$ cat src/rtl/ram_block_reader_pkg.sv
// Shared constants for the RAM block reader and the RAM wrappers it drives.
package ram_block_reader_pkg;

  localparam int DEF_ADDR_W = 11;
  localparam int DEF_DATA_W = 8;

  typedef enum logic [2:0] {
    IDLE   = 3'd0,
    CLEAR  = 3'd1,
    READ   = 3'd2,
    DRAIN  = 3'd3,
    FINISH = 3'd4
  } state_t;

endpackage

$ cat src/rtl/ram_block_reader_skid.sv
// Two-entry output FIFO between the RAM read pipe and the stream consumer.
module ram_block_reader_skid #(
  parameter int DATA_W = 8
) (
  input  logic              clock,
  input  logic              reset,
  input  logic              push,
  input  logic [DATA_W-1:0] push_data,
  input  logic              pop,
  output logic [DATA_W-1:0] head,
  output logic [1:0]        count
);

  logic [1:0][DATA_W-1:0] mem;
  logic                   wp, rp;

  // The reader never pushes into a full buffer or pops an empty one.
  always_ff @(posedge clock or posedge reset) begin
    if (reset) begin
      mem   <= '0;
      wp    <= 1'b0;
      rp    <= 1'b0;
      count <= 2'd0;
    end else begin
      if (push) begin
        mem[wp] <= push_data;
        wp      <= ~wp;
      end
      if (pop) rp <= ~rp;
      count <= count + {1'b0, push} - {1'b0, pop};
    end
  end

  assign head = mem[rp];

endmodule

$ cat src/rtl/ram_block_reader.sv
// Owns a single-port synchronous RAM for one operation: streams a block out or fills it.
module ram_block_reader
  import ram_block_reader_pkg::*;
#(
  parameter int ADDR_W = DEF_ADDR_W,
  parameter int DATA_W = DEF_DATA_W
) (
  input  logic              clock,
  input  logic              reset,
  input  logic              start,
  input  logic              clear_mode,
  input  logic [ADDR_W-1:0] base_addr,
  input  logic [ADDR_W:0]   length,
  input  logic [DATA_W-1:0] fill_data,
  output logic              busy,
  output logic              done,
  output logic [ADDR_W-1:0] ram_address,
  output logic              ram_clken,
  output logic              ram_wren,
  output logic [DATA_W-1:0] ram_data,
  input  logic [DATA_W-1:0] ram_q,
  output logic [DATA_W-1:0] out_data,
  output logic              out_valid,
  input  logic              out_ready
);

  state_t            state, nxt;
  logic [ADDR_W-1:0] addr, last_addr;
  logic [ADDR_W:0]   rem;
  logic [DATA_W-1:0] fill;
  logic [1:0]        cnt;
  logic              inflight, issue, access, pop, last;

  ram_block_reader_skid #(.DATA_W(DATA_W)) u_skid (
    .clock     (clock),
    .reset     (reset),
    .push      (inflight),
    .push_data (ram_q),
    .pop       (pop),
    .head      (out_data),
    .count     (cnt)
  );

  assign out_valid = (cnt != 2'd0);
  assign pop       = out_valid & out_ready;
  assign last      = (rem == (ADDR_W+1)'(1));

  always_comb begin
    issue = 1'b0;
    nxt   = state;
    case (state)
      IDLE: begin
        // Zero-length jobs pass through DRAIN, which exits at once.
        if (start) begin
          if (length == '0)    nxt = DRAIN;
          else if (clear_mode) nxt = CLEAR;
          else                 nxt = READ;
        end
      end
      CLEAR: if (last) nxt = FINISH;
      READ: begin
        issue = (({1'b0, cnt} + {2'b0, inflight}) - {2'b0, pop}) < 3'd2;
        if (issue && last) nxt = DRAIN;
      end
      DRAIN:  if (!inflight && (cnt == {1'b0, pop})) nxt = FINISH;
      FINISH: nxt = IDLE;
      default: nxt = IDLE;
    endcase
  end

  assign access      = (state == CLEAR) || issue;
  assign ram_clken   = access;
  assign ram_wren    = (state == CLEAR);
  assign ram_data    = (state == CLEAR) ? fill : '0;
  assign ram_address = access ? addr : last_addr;
  assign busy        = (state == CLEAR) || (state == READ) || (state == DRAIN);
  assign done        = (state == FINISH);

  always_ff @(posedge clock or posedge reset) begin
    if (reset) begin
      state     <= IDLE;
      addr      <= '0;
      last_addr <= '0;
      rem       <= '0;
      fill      <= '0;
      inflight  <= 1'b0;
    end else begin
      state    <= nxt;
      inflight <= issue;
      if (state == IDLE && start) begin
        addr <= base_addr;
        rem  <= length;
        fill <= fill_data;
      end else if (access) begin
        addr      <= addr + 1'b1;
        rem       <= rem - 1'b1;
        last_addr <= addr;
      end
    end
  end

endmodule

$ cat config.mk
export PLATFORM = sky130hd
export DESIGN_NAME = ram_block_reader
export DESIGN_NICKNAME = d
export VERILOG_FILES = /design/src/rtl/ram_block_reader_pkg.sv /design/src/rtl/ram_block_reader_skid.sv /design/src/rtl/ram_block_reader.sv
export SDC_FILE = /design/constraint.sdc
export NUM_CORES = 1
export LEC_CHECK = 0
export ABC_AREA = 1
export BUFFER_PORTS_ARGS = -buffer_cell sky130_fd_sc_hd__buf_2
export CORE_MARGIN = 4
export CORE_UTILIZATION = 50
export CTS_CLUSTER_SIZE = 25
export DETAILED_ROUTE_END_ITERATION = 8
export GPL_ROUTABILITY_DRIVEN = 0
export PLACE_DENSITY_LB_ADDON = 0.2
export SKIP_LAST_GASP = 1
export SYNTH_ARGS = -nofsm -noshare
export SYNTH_HDL_FRONTEND = slang
export SYNTH_HIERARCHICAL = 1
export SYNTH_SLANG_ARGS = --single-unit
export TNS_END_PERCENT = 100
$ cat constraint.sdc
create_clock -name clock -period 2.4 [get_ports clock]
set_input_delay 0.12 -clock clock [delete_from_list [all_inputs] [get_ports clock]]
set_output_delay 0.12 -clock clock [all_outputs]
set_load 0.03 [all_outputs]
**Yosys cells after proc, flatten, opt, wreduce, memory -nomap -nowiden**

Cells that the tools add are included.

- Bits in registers: 66
- Word-level logic and storage cells: 66

- Add/subtract/negate cells: 6
- $lt $le $gt $ge: 4
- Equal/unequal tests: 10
- Muxes and demuxes: 19
- Bitwise logic cells: 3
- Reductions and logical operators: 13

Operators by type and width:

| cell | count |
|---|---|
| 11-bit 2-to-1 mux | 3 |
| 8-bit 2-to-1 mux | 4 |
| 12-bit 2-to-1 mux | 2 |
| 16-bit bitwise mux | 1 |
| 12-bit by 1-bit == test with 1-bit output (second input constant) | 1 |
| 12-bit zero test | 1 |
| 3-bit 2-to-1 mux | 4 |
| 3-bit case mux with 4 select lines | 1 |
| 12-bit by 1-bit subtractor with 12-bit output (second input constant) | 1 |
| 11-bit by 1-bit adder with 11-bit output (second input constant) | 1 |
| 8-bit demux with 1-bit select | 1 |
| 3-bit by 2-bit == test with 1-bit output (second input constant) | 2 |
| 2-bit inequality test (second input constant) | 3 |
| 1-bit logical AND | 4 |
| 1-bit by 2-bit < comparator with 1-bit output (second input constant) | 2 |
| 2-bit 2-to-1 mux | 2 |
| 4-bit AND reduction | 1 |
| 2-bit nonzero test | 2 |
| 2-bit by 1-bit adder with 3-bit output | 1 |
| 3-bit by 1-bit == test with 1-bit output (second input constant) | 1 |
| 3-bit == test (second input constant) | 1 |
| 3-bit zero test | 1 |
| 1-bit logical OR | 3 |
| 3-bit by 2-bit < comparator with 1-bit output (second input constant) | 1 |
| other kinds (10) | 11 |

**Logic depth before layout (Yosys ltp)**

Gate-level depths: netlist of run 1.

- Word-level depth: 8
- Mapped depth: 14
- Depth with buffers taken out: 13

**Cells and area by module**

Netlist of run 1, hierarchy kept.

Modules (own cells, without submodules):

| module | instances | cells an instance | area an instance (sq um) |
|---|---|---|---|
| ram_block_reader | 1 | 393 | 2780.2 |
| ram_block_reader_skid | 1 | 107 | 923.4 |

**Worst setup path before layout of run 1**

OpenSTA, ideal clock, no wires.

- Path kind: reg-to-output
- Start: register u_skid.count[1]
- End: output ram_address[10]
- Arrival time: 2.780 ns
- Required time: 2.280 ns
- Setup slack: -0.500 ns
- Cell stages (with the launch flop): 13
- Buffers on the path: 1
- Cells stage by stage: dfrtp_1 > o21a_1 > ha_1 > or2_2 > fa_1 > inv_1 > nand2_1 > inv_1 > nor2_4 > nand2_4 > nand2_8 > buf_2 > a21oi_1

- Cells in the longest elaborated chain, start to end: 7

Ends and longest elaborated chain:

| element | line | source |
|---|---|---|
| start: declaration | ram_block_reader_skid.sv:11 | `output logic [1:0] count` |
| start signal: assignment | ram_block_reader_skid.sv:30 | `count <= count + {1'b0, push} - {1'b0, pop};` |
| 2-bit nonzero test | ram_block_reader.sv:44 | `assign out_valid = (cnt != 2'd0);` |
| 1-bit bitwise AND | ram_block_reader.sv:45 | `assign pop = out_valid & out_ready;` |
| via pop | ram_block_reader.sv:32 | `logic inflight, issue, access, pop, last;` |
| 3-bit by 1-bit subtractor with 3-bit output | ram_block_reader.sv:62 | `issue = (({1'b0, cnt} + {2'b0, inflight}) - {2'b0, pop}) < 3'd2;` |
| 3-bit by 2-bit < comparator with 1-bit output | ram_block_reader.sv:62 |  |
| 1-bit 2-to-1 mux | ram_block_reader.sv:51 | `case (state)` |
| 1-bit logical OR | ram_block_reader.sv:71 | `assign access = (state == CLEAR) \|\| issue;` |
| via ram_clken | ram_block_reader.sv:18 | `output logic ram_clken,` |
| 11-bit 2-to-1 mux | -- |  |
| end: declaration | ram_block_reader.sv:17 | `output logic [ADDR_W-1:0] ram_address,` |

The timed path passes the listed nets, and every way through them passes these cells.

**Worst setup path after layout of run 1**

- Start: register u_skid.count[0]
- End: output ram_address[6]

- Cells in the longest elaborated chain, start to end: 7

Ends and longest elaborated chain:

| element | line |
|---|---|
| 2-bit nonzero test | ram_block_reader.sv:44 |
| 1-bit bitwise AND | ram_block_reader.sv:45 |
| via pop | ram_block_reader.sv:32 |
| 3-bit by 1-bit subtractor with 3-bit output | ram_block_reader.sv:62 |
| 3-bit by 2-bit < comparator with 1-bit output | ram_block_reader.sv:62 |
| 1-bit 2-to-1 mux | ram_block_reader.sv:51 |
| 1-bit logical OR | ram_block_reader.sv:71 |
| 11-bit 2-to-1 mux | -- |

The timed path passes the listed nets, and every way through them passes these cells.

==> metrics.txt, run 1 <==
outcome finished, violations left; failing checks negative setup slack; routed len/inst 13.5 um; mean post-synth cell area 7.41 um^2; Die H around 94 um; HPWL Detailed between 6000 and 7000 um; Worst EP required 2280 ps; synth warn 6; CP max-delay cell fa_2; initial antenna violation count 0; Core ar. 0.00721 mm^2; fin crit period around 3000 ps; Core Rows 31; Cells after Synth 500; Max-slew headroom 50.9%; CP Class reg -> out; actual slew at the worst max-slew pin 735 ps; number of buffers created by CTS 9; clk root buf clkbuf_8; Final Cell Area 0.00533 mm^2; post-synthesis sequential area ratio between 40 and 50%; clk_lat worst skew 340 ps; synth unique cells 29; Hold Fails Final Rpt 0; Final setup viols 47; Detail Route Antenna Nets 0; Final period util 124%; number of max-cap violations 0; Startpoint Class flip-flop; Initial Util 51.3%; Clock Sink Count 66; Setup Skew 5.83 ps; die footprint slightly below 0.009 mm^2; Cell Area, Placed 0.00434 mm^2; critical path arrival 2860 ps; I/O pin total 76; H-tree depth 3; number of global-route vias before repair 3395; via count 3670; Area Overhead vs Synth 44.0%; syn_nets roughly 550; area of the mapped netlist 0.00370 mm^2; ANT cells 0; die width around 94 um; RSZ-0062 raised after global routing true; Clock Tree Buf Depth 2; worst stage delay on the critical path around 540 ps; I/O Buffers 75; DR vias/cell between 5 and 6; fmax 336 MHz; drt first pass iters 5; Synth Register Bits 66; final net count around 680; fin. max-slew vios 0; 1st-iter DRT viols 158; layout cells sized above 1 34.5%; worst hold path type in -> reg; critical path capture point type primary output; CTS tree yes; PnR worst setup slack -577 ps; global-route wire length before repair around 16000 um; DRC viols 0; cells along the critical path o21a_1 > ha_1 > or2_4 > fa_2 > nand2_2 > nor2_4 > nand2_8 > nand2_8 > buf_6 > a21oi_4 > buf_6; total wire length approximately 9900 um; largest net degree at the start of global routing 31; GRT overflow 0; Clock Pin Slew Worst Setup and Hold Paths roughly 70 ps; crit-path max FO 7; GRT Util Overall 22.5%
registers in the layout, summed over array words and instances (netlist names):
name	flops
u_skid/mem	16
rem	12
addr	11
last_addr	11
fill	8
state	3
u_skid/count	2
inflight	1
u_skid/rp	1
u_skid/wp	1
layout make-up:
cell class,count,area [um^2]
Clock buffer,10,138
Sequential cell,66,1650
Clock inverter,6,88.8
Inverter,74,278
Fill cell,547,1880
Tap cell,99,124
Timing Repair Buffer,127,1000
Multi-Input combinational cell,348,2050
critical path, delay by kind of cell, from the launching register on:
kind	cells	cell delay, ps
and+or+nand+nor	5	720
DFF	1	390
AOI/OAI and AO/OA	2	280
adders and majority gates	2	830
buffers and inverters	2	290
cell families after synthesis:
group,count (synthesis),share of synthesized area [%]
buf+inv,90,10.7
flops,66,44.6
simple gates,263,30.7
xor+xnor,9,2.13
fa+ha+maj,7,2.57
compound gates,65,9.32
placed cells by master (no fill, tap or decap), types with 4 or more instances in the layout:
| cell type | instances |
|---|---|
| a21oi_1 | 4 |
| nor2_2 | 8 |
| nand2_4 | 7 |
| dlygate4sd3_1 | 16 |
| xor2_1 | 8 |
| nand2_2 | 16 |
| o21ai_1 | 14 |
| clkbuf_8 | 10 |
| o21ai_2 | 4 |
| nor2_1 | 45 |
| a21oi_4 | 8 |
| dfrtp_1 | 65 |
| nand3_1 | 31 |
| buf_4 | 15 |
| nand2_1 | 121 |
| nand2_8 | 4 |
| buf_6 | 28 |
| inv_2 | 8 |
| o21ai_0 | 25 |
| ha_1 | 6 |
| nor2_4 | 7 |
| inv_1 | 66 |
| a21oi_2 | 8 |
| nand3_2 | 17 |
| nor3_1 | 5 |
| buf_2 | 63 |
path summary, 6_finish.rpt:
kind	startpoint	endpoint	slack (ps)	cells after the start
hold reg to reg	u_skid/mem[11]	u_skid/mem[11]	490	2
setup reg to reg	u_skid/count[0]	rem[8]	-360	13
max in group asynchronous	reset	last_addr[0]	1360	4
min in group asynchronous	reset	state[0]	310	3
setup / recovery	u_skid/count[0]	ram_address[6]	-580	11
hold / removal	length[5]	rem[5]	6	3
Yosys cell counts (all sizes together):
master	instances	share of area, %
xnor2	1	0.24
buf	16	3.2
dfrtp	66	45
nor3	6	0.81
nand4	2	0.34
inv	74	7.5
ha	6	2.0
or2	1	0.17
fa	1	0.54
nand2	146	16
nor2	58	6.6
nand3	48	6.6
a22oi	1	0.20
xor2	8	1.9
nand3b	2	0.41
o21ai	43	6.2
a21oi	20	2.7
o21a	1	0.20
stage by stage:
| step | instances | hold WS, ps | utilization (%) | setup TNS, ps | setup slack (ps) |
|---|---|---|---|---|---|
| after floorplan | 500 | 83.8 | - | -1920 | -154 |
| after global placement | 676 | 136 | 60.1 | -5790 | -193 |
| after detailed placement | 676 | 133 | 60.1 | -7950 | -278 |
| after CTS | 726 | 0.404 | 70.6 | -13270 | -529 |
| after global routing | 730 | 3.47 | 73.9 | -20290 | -676 |
| final | 730 | 5.94 | 73.9 | -15710 | -577 |
routing by layer:
metal,vias to the layer above,wire length [um],track usage [%]
met5,-,0,0
met4,0,102,7.70
met3,10,622,4.17
met2,128,4880,36.5
met1,1713,4250,30.2
li1,1819,-,-
repair_timing:
item	in CTS	in global routing
hold endpoints to repair	51	0
resized for setup	58	55
pin swaps	3	14
setup buffers	13	6
hold buffers	16	0
setup endpoints to repair	46	50
cloned	5	0
Power of run 1 is left out: the tool's default activity adds up to more than one toggle a clock period on the data nets, which glitch-free logic cannot reach.
==> run 2: changes to the inputs <==
--- a/config.mk
+++ b/config.mk
@@ -8,7 +8,7 @@
 export ABC_AREA = 1
 export BUFFER_PORTS_ARGS = -buffer_cell sky130_fd_sc_hd__buf_2
 export CORE_MARGIN = 4
-export CORE_UTILIZATION = 50
+export CORE_UTILIZATION = 29
 export CTS_CLUSTER_SIZE = 25
 export DETAILED_ROUTE_END_ITERATION = 8
 export GPL_ROUTABILITY_DRIVEN = 0
==> metrics.txt, run 2 (synthesis gave the netlist of run 1 again) <==
outcome finished, violations left (unchanged); failing checks negative setup slack (unchanged); Max-slew headroom 49.7% (was 50.9%); Clock Sink Count 66 (unchanged); total wire length 10100 um (was 9850 um); Setup crit end ram_address[9] (was ram_address[6]); layout cells sized above 1 36.1% (was 34.5%); Detail Route Antenna Nets 0 (unchanged); DRC viols 0 (unchanged); Cell Area, Placed 0.00443 mm^2 (was 0.00434 mm^2); fin crit period 2960 ps (was 2980 ps); via count 3499 (was 3670); initial antenna violation count 0 (unchanged); cells along the critical path o21a_1 > ha_1 > or2_4 > fa_2 > nand2_2 > nor2_4 > nand2_8 > nand2_8 > buf_8 > a21oi_4 > buf_6 (was o21a_1 > ha_1 > or2_4 > fa_2 > nand2_2 > nor2_4 > nand2_8 > nand2_8 > buf_6 > a21oi_4 > buf_6); Core Rows 41 (was 31); ANT cells 0 (unchanged); Worst Min Path Start base_addr[9] (was length[5]); largest registers u_skid/mem (16), rem (12) (unchanged); Stages on worst setup path 11 (unchanged); PnR worst setup slack -562 ps (was -577 ps); Setup crit start u_skid/count[1] (was u_skid/count[0]); 1st-iter DRT viols 143 (was 158); Startpoint Class flip-flop (unchanged); global-route wire length before repair 16600 um (was 15600 um); R2R cell count 15 (was 13); routed len/inst 12.7 um (was 13.5 um); worst hold path type in -> reg (unchanged); CP Class reg -> out (unchanged); GRT overflow 0 (unchanged); buffers and inverters on the worst path 2 (unchanged); actual slew at the worst max-slew pin 753 ps (was 735 ps); Final setup viols 49 (was 47); RSZ-0062 raised after global routing true (unchanged); worst r2r src u_skid/count[1] (was u_skid/count[0]); number of max-cap violations 0 (unchanged); hold slack 11.5 ps (was 5.94 ps); R2R setup slack -470 ps (was -360 ps); crit-path max FO 7 (unchanged); Clock Pin Slew Worst Setup and Hold Paths 60 ps (was 70 ps); CP max-delay cell fa_2 (unchanged); fin. max-slew vios 0 (unchanged); dpl ws -287 ps (was -278 ps); clk_lat worst skew 330 ps (was 340 ps); Worst EP required 2280 ps (about the same); DR vias/cell 4.37 (was 5.03); Core ar. 0.0126 mm^2 (was 0.00721 mm^2); most frequent cells in the layout nand2_1 (114), inv_1 (67), dfrtp_1 (65) (was nand2_1 (121), inv_1 (66), dfrtp_1 (65)); fin util 43.5% (was 73.9%); Setup Skew 7.27 ps (was 5.83 ps); H-tree depth 3 (unchanged); Clock Tree Buf Depth 2 (unchanged); I/O pin total 76 (unchanged); number of global-route vias before repair 3526 (was 3395); Reg2Reg Capture Point rem[3] (was rem[8]); I/O Buffers 75 (unchanged); Final period util 123% (was 124%); drt first pass iters 4 (was 5); die footprint 0.0146 mm^2 (was 0.00885 mm^2); largest net degree at the start of global routing 31 (unchanged); final net count 674 (was 677); clk root buf clkbuf_16 (was clkbuf_8); fmax 338 MHz (was 336 MHz); register with the most flip-flops u_skid/mem (unchanged); commonest non-fill, non-tap cell in the layout nand2_1 (unchanged); CTS tree yes (unchanged); critical path capture point type primary output (unchanged); Initial Util 29.5% (was 51.3%); Hold Fails Final Rpt 0 (unchanged); GRT Util Overall 14.3% (was 22.5%); max FFs per register 16 (unchanged); worst stage delay on the critical path 560 ps (was 540 ps); CP top delay family adder cells (unchanged); CP dominant cell by count nand2_8; number of buffers created by CTS 9 (unchanged); HPWL Detailed 6870 um (was 6080 um); critical path arrival 2840 ps (was 2860 ps); Final Cell Area 0.00547 mm^2 (was 0.00533 mm^2); die width 121 um (was 94.1 um); Area Overhead vs Synth 47.6% (was 44.0%); Die H 121 um (was 94.1 um)
[run 2: changes by cell type in the layout (fill, tap and decap cells not counted), sizes merged]
cell         delta
clkinv          +2
inv             -1
buf             +5
clkbuf          +2
bufinv          -2
clkinvlp        -1
nor2            -1
dlygate4sd3     -7
[run 2: routing by layer]
| metal | global-route usage [%] | vias up | wire length, um |
|---|---|---|---|
| li1 | - | 1814 | - |
| met1 | 17.8 | 1612 | 4610 |
| met2 | 24.2 | 65 | 4970 |
| met3 | 4.10 | 8 | 446 |
| met4 | 3.75 | 0 | 92 |
| met5 | 0 | - | 0 |
[run 2: how the worst min path moves through the flow]
stage	endpoint	slack, ps	cells past startpoint
2_1_floorplan	u_skid/count[0]	80	1
5_1_grt	addr[9]	6	3
3_3_place_gp	last_addr[2]	290	2
6_report	addr[9]	10	3
4_1_cts	addr[2]	0.09	3
3_5_place_dp	addr[2]	290	2
[run 2: stage by stage]
stage | setup TNS [ps] | cells
2_1_floorplan | -1920 | 500
3_3_place_gp | -7820 | 749
3_5_place_dp | -9200 | 749
4_1_cts | -14210 | 791
5_1_grt | -21160 | 800
6_report | -16860 | 800
[run 2: repair_timing]
action,CTS,global route
gates resized for setup,57,61
hold buffers,9,0
pin swaps,3,13
gates cloned,4,1
endpoints found under the setup margin,43,48
endpoints found under the hold margin,56,0
buffers inserted,13,10
[run 2: cell type report]
type                    instances  area (um^2)
multi-input cells             347         2090
inverters                      74          278
fillers                      1270         7100
flip-flops and latches         66         1650
well taps                     172          215
clock inverters                 4         26.3
repair buffers                125          950
clock buffers                  12          256
[run 2: worst min-delay path, cell delays in order]
cell and delay [ps]:
buf_2 80, nand2_1 50, nand3_2 60
Power of run 2 is left out for the same reason.
==> run 3: changes to the inputs <==
--- a/config.mk
+++ b/config.mk
@@ -13,6 +13,8 @@
 export DETAILED_ROUTE_END_ITERATION = 8
 export GPL_ROUTABILITY_DRIVEN = 0
 export PLACE_DENSITY_LB_ADDON = 0.2
+export RECOVER_POWER = 50
+export SETUP_SLACK_MARGIN = 0.15
 export SKIP_LAST_GASP = 1
 export SYNTH_ARGS = -nofsm -noshare
 export SYNTH_HDL_FRONTEND = slang
==> constraint.sdc (replaced) <==
create_clock -name clock -period 2.7 [get_ports clock]
set_input_delay 0.135 -clock clock [delete_from_list [all_inputs] [get_ports clock]]
set_output_delay 0.135 -clock clock [all_outputs]
set_load 0.03 [all_outputs]
==> metrics.txt, run 3 (synthesis gave the netlist of run 1 again) <==
outcome finished, violations left (unchanged); failing checks max-capacitance violations, max-slew violations, negative setup slack (was negative setup slack); layout cells sized above 1 25.0% (was 36.1%); power per cell area between 1500 and 2000 mW/mm^2; die width 121 um (unchanged); die footprint 0.0146 mm^2 (unchanged); I/O pin total 76 (unchanged); CP top delay family adder cells (unchanged); I/O Buffers 75 (unchanged); largest registers u_skid/mem (16), rem (12) (unchanged); drt first pass iters 4 (unchanged); GRT Util Overall 13.7% (was 14.3%); dpl cells 740 (was 749); largest net degree at the start of global routing 47 (was 31); Final setup viols 34 (was 49); RSZ-0062 raised after global routing true (unchanged); worst hold path type in -> reg (unchanged); buffers and inverters on the worst path 2 (unchanged); H-tree depth 3 (unchanged); ANT cells 0 (unchanged); Fin Setup TNS -3980 ps (was -16860 ps); fin crit period 2940 ps; commonest non-fill, non-tap cell in the layout nand2_1 (unchanged); clk_lat worst skew 340 ps (was 330 ps); number of global-route vias before repair 3431 (was 3526); Setup crit start u_skid/count[1] (unchanged); CP max-delay cell fa_2 (unchanged); HPWL Detailed 6570 um (was 6870 um); most frequent cells in the layout nand2_1 (135), inv_1 (68), dfrtp_1 (65) (was nand2_1 (114), inv_1 (67), dfrtp_1 (65)); Core Rows 41 (unchanged); actual slew at the worst max-slew pin 1790 ps (was 753 ps); worst stage delay on the critical path 540 ps (was 560 ps); dpl ws -54.0 ps (was -287 ps); Pleak 2.51 nW; number of max-cap violations 1 (was 0); final net count 645 (was 674); DRC viols 0 (unchanged); routed len/inst 12.2 um (was 12.7 um); PnR worst setup slack -244 ps (was -562 ps); total wire length 9440 um (was 10100 um); Clock Sink Count 66 (unchanged); fmax 340 MHz; DR vias/cell 4.38 (was 4.37); crit-path max FO 8 (was 7); number of buffers created by CTS 9 (unchanged); Setup Skew 8.18 ps (was 7.27 ps); worst r2r src u_skid/count[1] (unchanged); CP dominant cell by count nand2_8 (unchanged); CTS tree yes (unchanged); cells along the critical path o21a_1 > ha_1 > or2_4 > fa_2 > nand2_2 > nor2_4 > nand2_8 > nand2_8 > buf_12 > a21oi_4 > buf_6 (was o21a_1 > ha_1 > or2_4 > fa_2 > nand2_2 > nor2_4 > nand2_8 > nand2_8 > buf_8 > a21oi_4 > buf_6); 1st-iter DRT viols 193 (was 143); Detail Route Antenna Nets 0 (unchanged); Die H 121 um (unchanged); Clock Pin Slew Worst Setup and Hold Paths 60 ps (about the same); register with the most flip-flops u_skid/mem (unchanged); Worst Min Path Start fill_data[4] (was base_addr[9]); global-route wire length before repair 16000 um (was 16600 um); Area Overhead vs Synth 32.7% (was 47.6%); Hold Fails Final Rpt 0 (unchanged); initial antenna violation count 0 (unchanged); Initial Util 29.5% (unchanged); fin. max-slew vios 47 (was 0); GRT overflow 0 (unchanged); VDD IR-drop max 572 uV; Worst EP required 2570 ps (was 2280 ps); critical path capture point type primary output (unchanged); Max-slew headroom -19.7% (was 49.7%); via count 3379 (was 3499); Core ar. 0.0126 mm^2 (unchanged); Layout Cells excl Fill 771 (was 800); max FFs per register 16 (unchanged); Startpoint Class flip-flop (unchanged); clk root buf clkbuf_16 (unchanged); critical path arrival 2810 ps (was 2840 ps); CP Class reg -> out (unchanged); # fillers 1312 (was 1270); Clock Tree Buf Depth 2 (unchanged); Final period util 109%
==> run 3: changes by cell type in the layout (fill, tap and decap cells not counted), sizes merged <==
cell / previous run / this run
clkbuf: 12 / 14
dlygate4sd3: 9 / 4
buf: 116 / 88
clkinv: 3 / 2
clkinvlp: 1 / 3
inv: 74 / 75
==> run 3: tightest hold or removal path: cells and delay by family <==
| kind | cells | cell delay [ps] |
|---|---|---|
| buffers and inverters | 1 | 70 |
| AND/OR/NAND/NOR | 1 | 40 |
| AO/OA/AOI/OAI | 1 | 60 |
==> run 3: worst paths after layout <==
path / end / slack, ps / cells past startpoint
max in group asynchronous: rem[5] / 730 / 3
min in group asynchronous: u_skid/mem[12] / 480 / 3
max: ram_address[5] / -240 / 11
max reg2reg: rem[9] / -170 / 13
min reg2reg: rem[1] / 490 / 2
min: fill[4] / 20 / 3
==> run 3: cell type report <==
| type | count | area, um^2 | share of cell area (%) |
|---|---|---|---|
| multi-input cells | 347 | 1840 | 37.5 |
| flip-flops and latches | 66 | 1650 | 33.6 |
| repair buffers | 96 | 644 | 13.1 |
| inverters | 74 | 278 | 5.65 |
| clock buffers | 10 | 239 | 4.86 |
| well taps | 172 | 215 | 4.38 |
| clock inverters | 6 | 41.3 | 0.840 |
==> run 3: power by group <==
part	switching (mW)	leakage (nW)	internal (mW)
logic	2.94	1.58	1.80
registers	0.372	0.800	1.51
clock network	0.454	0.131	0.646
total	3.77	2.51	3.95
==> run 3: routing by layer <==
| layer | track usage (%) | vias up | share of wire, % |
|---|---|---|---|
| li1 | - | 1752 | - |
| met1 | 17.5 | 1536 | 46 |
| met2 | 22.4 | 79 | 47 |
| met3 | 4.29 | 12 | 5.3 |
| met4 | 3.90 | 0 | 1.7 |
| met5 | 0 | - | 0 |
==> run 3: timing repair <==
| item | CTS | global route |
|---|---|---|
| gates resized for setup | 35 | 16 |
| hold buffers | 4 | 0 |
| gates cloned | 3 | 0 |
| pin swaps | 3 | 4 |
| endpoints found under the hold margin | 23 | 0 |
| endpoints found under the setup margin | 34 | 43 |
| buffers inserted | 6 | 2 |
==> run 3: stage by stage <==
stage | power, mW | util (%) | instance area (um^2) | hold slack [ps]
global placement | 5.94 | 34.7 | 4360 | 325
floorplan | 5.11 | - | 3810 | 98.8
finish | 7.72 | 39.1 | 4910 | 15.2
detailed placement | 6.01 | 34.7 | 4360 | 341
CTS | 7.76 | 38.8 | 4880 | 0.0792
global route | 8.41 | 39.1 | 4910 | 18.1
(Power assumes the default switching activity.)
